==> config.mk <==
export PLATFORM = sky130hd
export DESIGN_NAME = fft8_ctrl
export DESIGN_NICKNAME = d
export VERILOG_FILES = /design/src/rtl/fft8_pkg.sv /design/src/rtl/fft8_bf_unit.sv /design/src/rtl/fft8_ctrl.sv
export SDC_FILE = /design/constraint.sdc
export NUM_CORES = 2
export LEC_CHECK = 0
export CORE_ASPECT_RATIO = 1.5
export CORE_MARGIN = 5
export CORE_UTILIZATION = 60
export CTS_CLUSTER_DIAMETER = 120
export DETAILED_ROUTE_END_ITERATION = 10
export HOLD_SLACK_MARGIN = 0.12
export PLACE_DENSITY = 0.82
export SLEW_MARGIN = 20
export SYNTH_ARGS = -nofsm -noshare
export SYNTH_HDL_FRONTEND = slang
export SYNTH_SLANG_ARGS = --single-unit
==> constraint.sdc <==
create_clock -name clk -period 37 [get_ports clk]
set_clock_uncertainty 0.05 [all_clocks]
set_input_delay 3.7 -clock clk [delete_from_list [all_inputs] [get_ports clk]]
set_output_delay 3.7 -clock clk [all_outputs]
set_load 0.01 [all_outputs]
==> src/rtl/fft8_pkg.sv <==
// Shared definitions for the 8-point radix-2 DIT FFT controller:
// FSM state type, twiddle scaling constants and the load-address bit reversal.
package fft8_pkg;

  typedef enum logic [1:0] {
    LOAD   = 2'd0,
    CALC   = 2'd1,
    UNLOAD = 2'd2
  } state_t;

  // cos(pi/4) approximated as 181/256
  localparam int TW_C     = 181;
  localparam int TW_SHIFT = 8;

  function automatic logic [2:0] bitrev3(input logic [2:0] n);
    return {n[0], n[1], n[2]};
  endfunction

endpackage

==> src/rtl/fft8_bf_unit.sv <==
// Combinational radix-2 butterfly: x = A + Wt*B, y = A - Wt*B, all at W bits
// with wrap-around; the four 8-point twiddles are realised with swaps and one constant multiply.
module fft8_bf_unit
  import fft8_pkg::*;
#(
  parameter int W = 16
) (
  input  logic [W-1:0] a_r,
  input  logic [W-1:0] a_i,
  input  logic [W-1:0] b_r,
  input  logic [W-1:0] b_i,
  input  logic [1:0]   tw,
  output logic [W-1:0] x_r,
  output logic [W-1:0] x_i,
  output logic [W-1:0] y_r,
  output logic [W-1:0] y_i
);

  // Operand is sign-extended before the multiply so the shift is arithmetic
  function automatic logic [W-1:0] cmul(input logic [W-1:0] v);
    logic signed [W+8:0] p;
    p = $signed({{9{v[W-1]}}, v}) * $signed((W+9)'(TW_C));
    return W'(p >>> TW_SHIFT);
  endfunction

  logic [W-1:0] sum_pp, diff_ir, sum_nn, neg_r;
  logic [W-1:0] w_r, w_i;

  assign sum_pp  = b_r + b_i;
  assign diff_ir = b_i - b_r;
  assign sum_nn  = W'(0) - b_r - b_i;
  assign neg_r   = W'(0) - b_r;

  always_comb begin
    w_r = b_r;
    w_i = b_i;
    case (tw)
      2'd1: begin
        w_r = cmul(sum_pp);
        w_i = cmul(diff_ir);
      end
      2'd2: begin
        w_r = b_i;
        w_i = neg_r;
      end
      2'd3: begin
        w_r = cmul(diff_ir);
        w_i = cmul(sum_nn);
      end
      default: begin
        w_r = b_r;
        w_i = b_i;
      end
    endcase
  end

  assign x_r = a_r + w_r;
  assign x_i = a_i + w_i;
  assign y_r = a_r - w_r;
  assign y_i = a_i - w_i;

endmodule

==> src/rtl/fft8_ctrl.sv <==
// 8-point in-place FFT: loads samples in bit-reversed order, runs 12 butterflies
// (one per cycle) and streams bins X[0]..X[7] out with valid/ready handshakes.
module fft8_ctrl
  import fft8_pkg::*;
#(
  parameter int N = 4,
  localparam int W = 2**N
) (
  input  logic         clk,
  input  logic         rst,
  input  logic         in_valid,
  output logic         in_ready,
  input  logic [W-1:0] in_r,
  input  logic [W-1:0] in_i,
  output logic         out_valid,
  input  logic         out_ready,
  output logic [W-1:0] out_r,
  output logic [W-1:0] out_i,
  output logic         out_last,
  output logic         busy
);

  state_t       state;
  logic [2:0]   load_cnt;
  logic [3:0]   op_cnt;
  logic [2:0]   out_cnt;
  logic [W-1:0] mem_r [8];
  logic [W-1:0] mem_i [8];

  logic [1:0]   stage;
  logic [1:0]   k;
  logic [2:0]   addr_a, addr_b;
  logic [1:0]   tw;
  logic [W-1:0] x_r, x_i, y_r, y_i;
  logic         accept;

  assign accept = in_valid && in_ready && (state == LOAD);
  assign stage  = op_cnt[3:2];
  assign k      = op_cnt[1:0];

  // Butterfly pair spacing doubles each stage; twiddle step halves
  always_comb begin
    addr_a = {k, 1'b0};
    addr_b = {k, 1'b1};
    tw     = 2'd0;
    case (stage)
      2'd1: begin
        addr_a = {k[1], 1'b0, k[0]};
        addr_b = {k[1], 1'b1, k[0]};
        tw     = {k[0], 1'b0};
      end
      2'd2: begin
        addr_a = {1'b0, k};
        addr_b = {1'b1, k};
        tw     = k;
      end
      default: begin
        addr_a = {k, 1'b0};
        addr_b = {k, 1'b1};
        tw     = 2'd0;
      end
    endcase
  end

  fft8_bf_unit #(.W(W)) u_bf (
    .a_r (mem_r[addr_a]),
    .a_i (mem_i[addr_a]),
    .b_r (mem_r[addr_b]),
    .b_i (mem_i[addr_b]),
    .tw  (tw),
    .x_r (x_r),
    .x_i (x_i),
    .y_r (y_r),
    .y_i (y_i)
  );

  // Sample buffer has no reset: its contents are meaningless until a frame is loaded
  always_ff @(posedge clk) begin
    if (accept) begin
      mem_r[bitrev3(load_cnt)] <= in_r;
      mem_i[bitrev3(load_cnt)] <= in_i;
    end else if (state == CALC) begin
      mem_r[addr_a] <= x_r;
      mem_i[addr_a] <= x_i;
      mem_r[addr_b] <= y_r;
      mem_i[addr_b] <= y_i;
    end
  end

  always_ff @(posedge clk or posedge rst) begin
    if (rst) begin
      state     <= LOAD;
      load_cnt  <= 3'd0;
      op_cnt    <= 4'd0;
      out_cnt   <= 3'd0;
      in_ready  <= 1'b1;
      out_valid <= 1'b0;
      out_last  <= 1'b0;
      busy      <= 1'b0;
      out_r     <= '0;
      out_i     <= '0;
    end else begin
      case (state)
        LOAD: begin
          if (accept) begin
            load_cnt <= load_cnt + 3'd1;
            if (load_cnt == 3'd7) begin
              state    <= CALC;
              op_cnt   <= 4'd0;
              in_ready <= 1'b0;
              busy     <= 1'b1;
            end
          end
        end
        CALC: begin
          op_cnt <= op_cnt + 4'd1;
          // X[0] is final after stage 2 op 0, so it can be registered on the last op edge
          if (op_cnt == 4'd11) begin
            state     <= UNLOAD;
            out_cnt   <= 3'd0;
            out_valid <= 1'b1;
            out_last  <= 1'b0;
            out_r     <= mem_r[0];
            out_i     <= mem_i[0];
          end
        end
        UNLOAD: begin
          if (out_ready) begin
            if (out_cnt == 3'd7) begin
              state     <= LOAD;
              load_cnt  <= 3'd0;
              out_cnt   <= 3'd0;
              out_valid <= 1'b0;
              out_last  <= 1'b0;
              in_ready  <= 1'b1;
              busy      <= 1'b0;
              out_r     <= '0;
              out_i     <= '0;
            end else begin
              out_cnt  <= out_cnt + 3'd1;
              out_r    <= mem_r[out_cnt + 3'd1];
              out_i    <= mem_i[out_cnt + 3'd1];
              out_last <= (out_cnt == 3'd6);
            end
          end
        end
        default: begin
          state    <= LOAD;
          in_ready <= 1'b1;
          busy     <= 1'b0;
        end
      endcase
    end
  end

endmodule

Word level (Yosys, flattened, before mapping). Memories as Yosys holds them, arrays and structs flattened. Index checks and enable logic that the tools add are counted.

Register bits: 48. Bits in writable memories: 256. Logic and storage cells: 114. Memories: 2.

Memory list: mem_i (depth 8, width 16, read ports 4, clocked after memory_dff 0, write ports 2, RTL line fft8_ctrl.sv:28) `logic [W-1:0] mem_i [8];`; mem_r (depth 8, width 16, read ports 4, clocked after memory_dff 0, write ports 2, RTL line fft8_ctrl.sv:27) `logic [W-1:0] mem_r [8];`.

Add/sub/neg operators: 11. $mul: 3. Equal/unequal tests: 16. Multiplexer cells: 57. Bitwise logic cells: 1. Reduce and logical (&&, ||, !) cells: 14.

Operators by type and width (number): $mux 16 (8); $pmux 16 s3 (2); $mul 16x9->24 const B (3); $pmux 16 s2 (2); $sub 16x16->16 (4); $add 16x16->16 (3); $reduce_or 16->1 (2); $mux 3 (8); $pmux 3 s2 (4); $mux 1 (19); $sub 1x16->16 const A (1); $mux 2 (5); $reduce_and 5->1 (2); $eq 3x3->1 const B (3); $eq 2x2->1 const B (4); $mux 4 (2); $pmux 4 s2 (1); $reduce_and 4->1 (2); $add 3x1->3 const B (2); $eq 2x1->1 const B (3); $ne 2x2->1 const B (3); $pmux 1 s3 (2); $pmux 2 s3 (1); $reduce_and 3->1 (2); 9 further kinds (14).

Depth between registers and ports, before layout. An unclocked memory read counts as a cell.

Depth after elaboration: 9. Mapped depth: 61. Mapped depth without buffers: 53.

Cells and area by module. From an unflattened synthesis, not the netlist that was laid out.

Cell total of the unflattened synthesis: 3915. Area total of the unflattened synthesis: 34923.5 um^2.

Modules (own cells, without submodules): fft8_ctrl (times used 1, cells an instance 2333, area each 21779.6 um^2, seq. area each 8889.8 um^2); fft8_bf_unit (times used 1, cells an instance 1582, area each 13143.9 um^2, seq. area each 0.0 um^2).

Worst setup path after synthesis. OpenSTA, ideal clock, no wires.

Kind: reg2reg. Start: register op_cnt[2]. End: memory mem_i[0][14] (data pin). Setup time: 0.311 ns. Arrival: 11.661 ns. Path slack: 24.978 ns. Stages on the path, launching flop included: 58. Path buffers: 8. Period minus slack after synthesis: 12.022 ns. Path through: dfrtp_1 > inv_1 > ha_1 > buf_4 > o21a_2 > nor2_2 > buf_2 > buf_4 > buf_4 > buf_2 > clkbuf_1 > clkbuf_1 > buf_1 > nand2_1 > nand3_1 > nand4_1 > inv_1 > ha_1 > [... 22 more ...] > nor2b_1 > a311oi_1 > nor2b_1 > nor2_1 > nor2b_1 > nor2_1 > nor2b_1 > nor2_1 > xnor2_1 > mux4_2 > ha_1 > inv_1 > o21ai_0 > a21oi_1 > o21ai_0 > nor4b_1 > a2111oi_0 > mux2i_1.

RTL lines: start, declared (RTL line fft8_ctrl.sv:25) `logic [3:0] op_cnt;`; start signal, assigned (RTL line fft8_ctrl.sv:116) `op_cnt <= op_cnt + 4'd1;`; end, declared (RTL line fft8_ctrl.sv:28).

==> out/results.tsv <==
metric	value	unit
worst_pin_slew	1.16	ns
dr.first_iter.drc_count	3850	
cts_tree	built	
critical_path_peak_fanout	53	
fillerInstances	4148	
holdCritPathClass	flop to flop	
r2r_start	op_cnt[2]	
crit_path_end_kind	flop	
post-dp-hpwl	77300	µm
finalNetCount	3807	
tns	0	ns
status	finished, final reports clean	
viasPerCell	6.84	
die_height	293	µm
cts_resized	0	
drive_above_1_share	11.3	%
wl_per_cell	26.3	µm
syn_nets	3826	
track_usage	36.0	%
cp-startpoint	op_cnt[2]	
final_area	34500	µm²
r2r_end	mem_i[7][15]	
grt_max_degree	66	
grt_setup_unrepaired	false	
final_common_cell	nor2_1	
detail_route.drc_violations	0	
worst_slack	23.35	ns
h-tree-depth	1	
max_freq	0.0733	GHz
start_util	60.6	%
seq_area_frac_synth	27.8	%
crit_path_max_incr_delay	0.84	ns
portBuffers	71	
die_w	198	µm
power.density	30.8	nW/µm²
grt_antenna_before_repair	1	
worstSkewPairLatency	0.58	ns
post_synth_num_cell_types	92	
syn_area	32000	µm²
path_clk_slew	0.07	ns
cp-start-kind	flop	
finalMaxSlewViolations	0	
finalHoldViolCount	0	
ys_async_sr_fraction	15.8	%
cts.sinks	304	
leakage	14.5	nW
slew_headroom	22.4	%
netlist_instances	3352	
syn2layout_area_growth	7.80	%
synth.avg_cell_area	9.54	µm²
worstPathArrival	13.90	ns
period_needed	13.65	ns
cpMostUsedCell	a21oi_1	
io_pins	72	
pre_cts_ws	23.69	ns
cts_buffers	27	
drtPass1Iterations	6	
grt-ovfl-total	0	
timing.critical_path.required	37.25	ns
ir_drop	42.6	µV
core_region_area	52700	µm²
max_cap_violations	0	
clockBufferDepth	3	
post_cts_buffers	0	
final_util	65.4	%
drtAntennaViolNets	0	
finalCritPeriodShare	36.9	%
crit_type	flop to flop	
critPathSlowestCell	o311ai_0	
wirelength	106000	µm
synth-edff-count	256	
setup_viol	0	
yosys_most_used_dff	edfxtp_1	
placed_area	33500	µm²
die_area	58100	µm²
globalplace.congestion	1.01	
critPathCapture	mem_i[7][15]	
grt_first_pass_wirelength	160000	µm
grt_pass1_vias	27700	
synth_warnings	0	
row_count	103	
final_cell_mix	nor2_1, inv_1, ha_1	
root_buffer	clkbuf_16	
rrSetupSlack	23.35	ns
cts_hold_buf	0	
vias	27600	
ff2ff_path_depth	46	
synth.ff_latch_count	304	
==> report_power, final <==
part           switching (mW)  internal [mW]  leakage (nW)
Combinational           0.167          0.155          11.2
Clock                   0.141          0.179         0.471
Sequential             0.0281          0.393          2.84
==> worst max-delay path: cells and delay by family, from the launching register on <==
family | cells | cell delay (ns)
buffers and inverters | 6 | 1.31
muxes | 1 | 0.19
adders and majority gates | 9 | 3.55
DFF | 1 | 0.38
xor gates and xnor gates | 2 | 0.34
and+or+nand+nor | 10 | 2.01
AOI/OAI and AO/OA | 18 | 5.43
==> cells in the mapped netlist (all sizes together) (12+ instances only) <==
cell type | instances | area share, %
a21o | 26 | 0.61
a21oi | 302 | 4.7
a221oi | 46 | 1.3
and2 | 13 | 0.25
and3 | 16 | 0.33
buf | 51 | 0.85
clkbuf | 132 | 1.6
dfrtp | 47 | 3.7
edfxtp | 256 | 24
fa | 129 | 8.1
ha | 309 | 12
inv | 327 | 3.8
mux2 | 66 | 2.3
mux2i | 87 | 2.7
mux4 | 131 | 9.2
nand2 | 301 | 3.5
nand2b | 36 | 0.70
nand3 | 119 | 1.9
nand4 | 27 | 0.53
nor2 | 355 | 4.2
nor2b | 24 | 0.47
nor3 | 28 | 0.45
o211ai | 45 | 1.1
o21a | 22 | 0.52
o21ai | 120 | 1.9
o21bai | 23 | 0.54
o221ai | 12 | 0.33
xnor2 | 101 | 2.8
xor2 | 55 | 1.5
==> worst min path at each step <==
stage | start | endpoint | slack, ns | depth (start not counted)
2_1_floorplan | out_cnt[1] | out_cnt[1] | 0.42 | 2
3_3_place_gp | out_last | out_last | 0.42 | 2
3_5_place_dp | out_r[3] | out_r[3] | 0.45 | 2
4_1_cts | out_r[3] | out_r[3] | 0.47 | 2
5_1_grt | out_r[9] | out_r[9] | 0.49 | 2
6_report | out_r[3] | out_r[3] | 0.46 | 2
==> stage by stage <==
stage	power, mW	hold slack [ns]	std cells
6_report	1.06	0.462	4036
5_1_grt	1.09	0.488	4035
4_1_cts	1.05	0.467	4035
3_5_place_dp	0.740	0.452	3986
3_3_place_gp	0.732	0.422	3986
2_1_floorplan	0.616	0.423	3352
==> per-layer routing <==
layer	wire length (µm)	vias up	GRT usage, %
li1	-	11900	-
met1	33600	12900	41.0
met2	48800	2042	59.0
met3	12100	690	6.74
met4	11500	0	28.9
met5	0	-	0
==> state kept, by name, summed over array words and instances (netlist names), 2 cells and up <==
signal	cells
out_i	16
state	2
out_r	16
op_cnt	4
load_cnt	3
mem_i	128
out_cnt	3
mem_r	128
==> cell type report <==
class	instances	area, µm²	area share [%]
clock inverter	20	275	0.799
inverter	328	1230	3.57
antenna	1	2.50	0.00726
multi-input combinational	2537	21300	61.9
timing repair buffer	135	1190	3.46
sequential	304	8890	25.8
clock buffer	29	693	2.01
tap	682	853	2.48
==> kinds of logic (layout without fill, tap and decap cells) <==
family                     count (synthesis)  count (layout)  share of synthesized area (%)
other                                      0               1                              0
xor gates and xnor gates                 158             158                           4.44
DFF                                      304             304                           27.8
buffers and inverters                    511             512                           6.26
adders and majority gates                438             438                           20.2
AOI/OAI and AO/OA                        702             702                           13.8
and+or+nand+nor                          955             955                           13.2
muxes                                    284             284                           14.3
No activity file was read; power rests on OpenSTA's default activity.
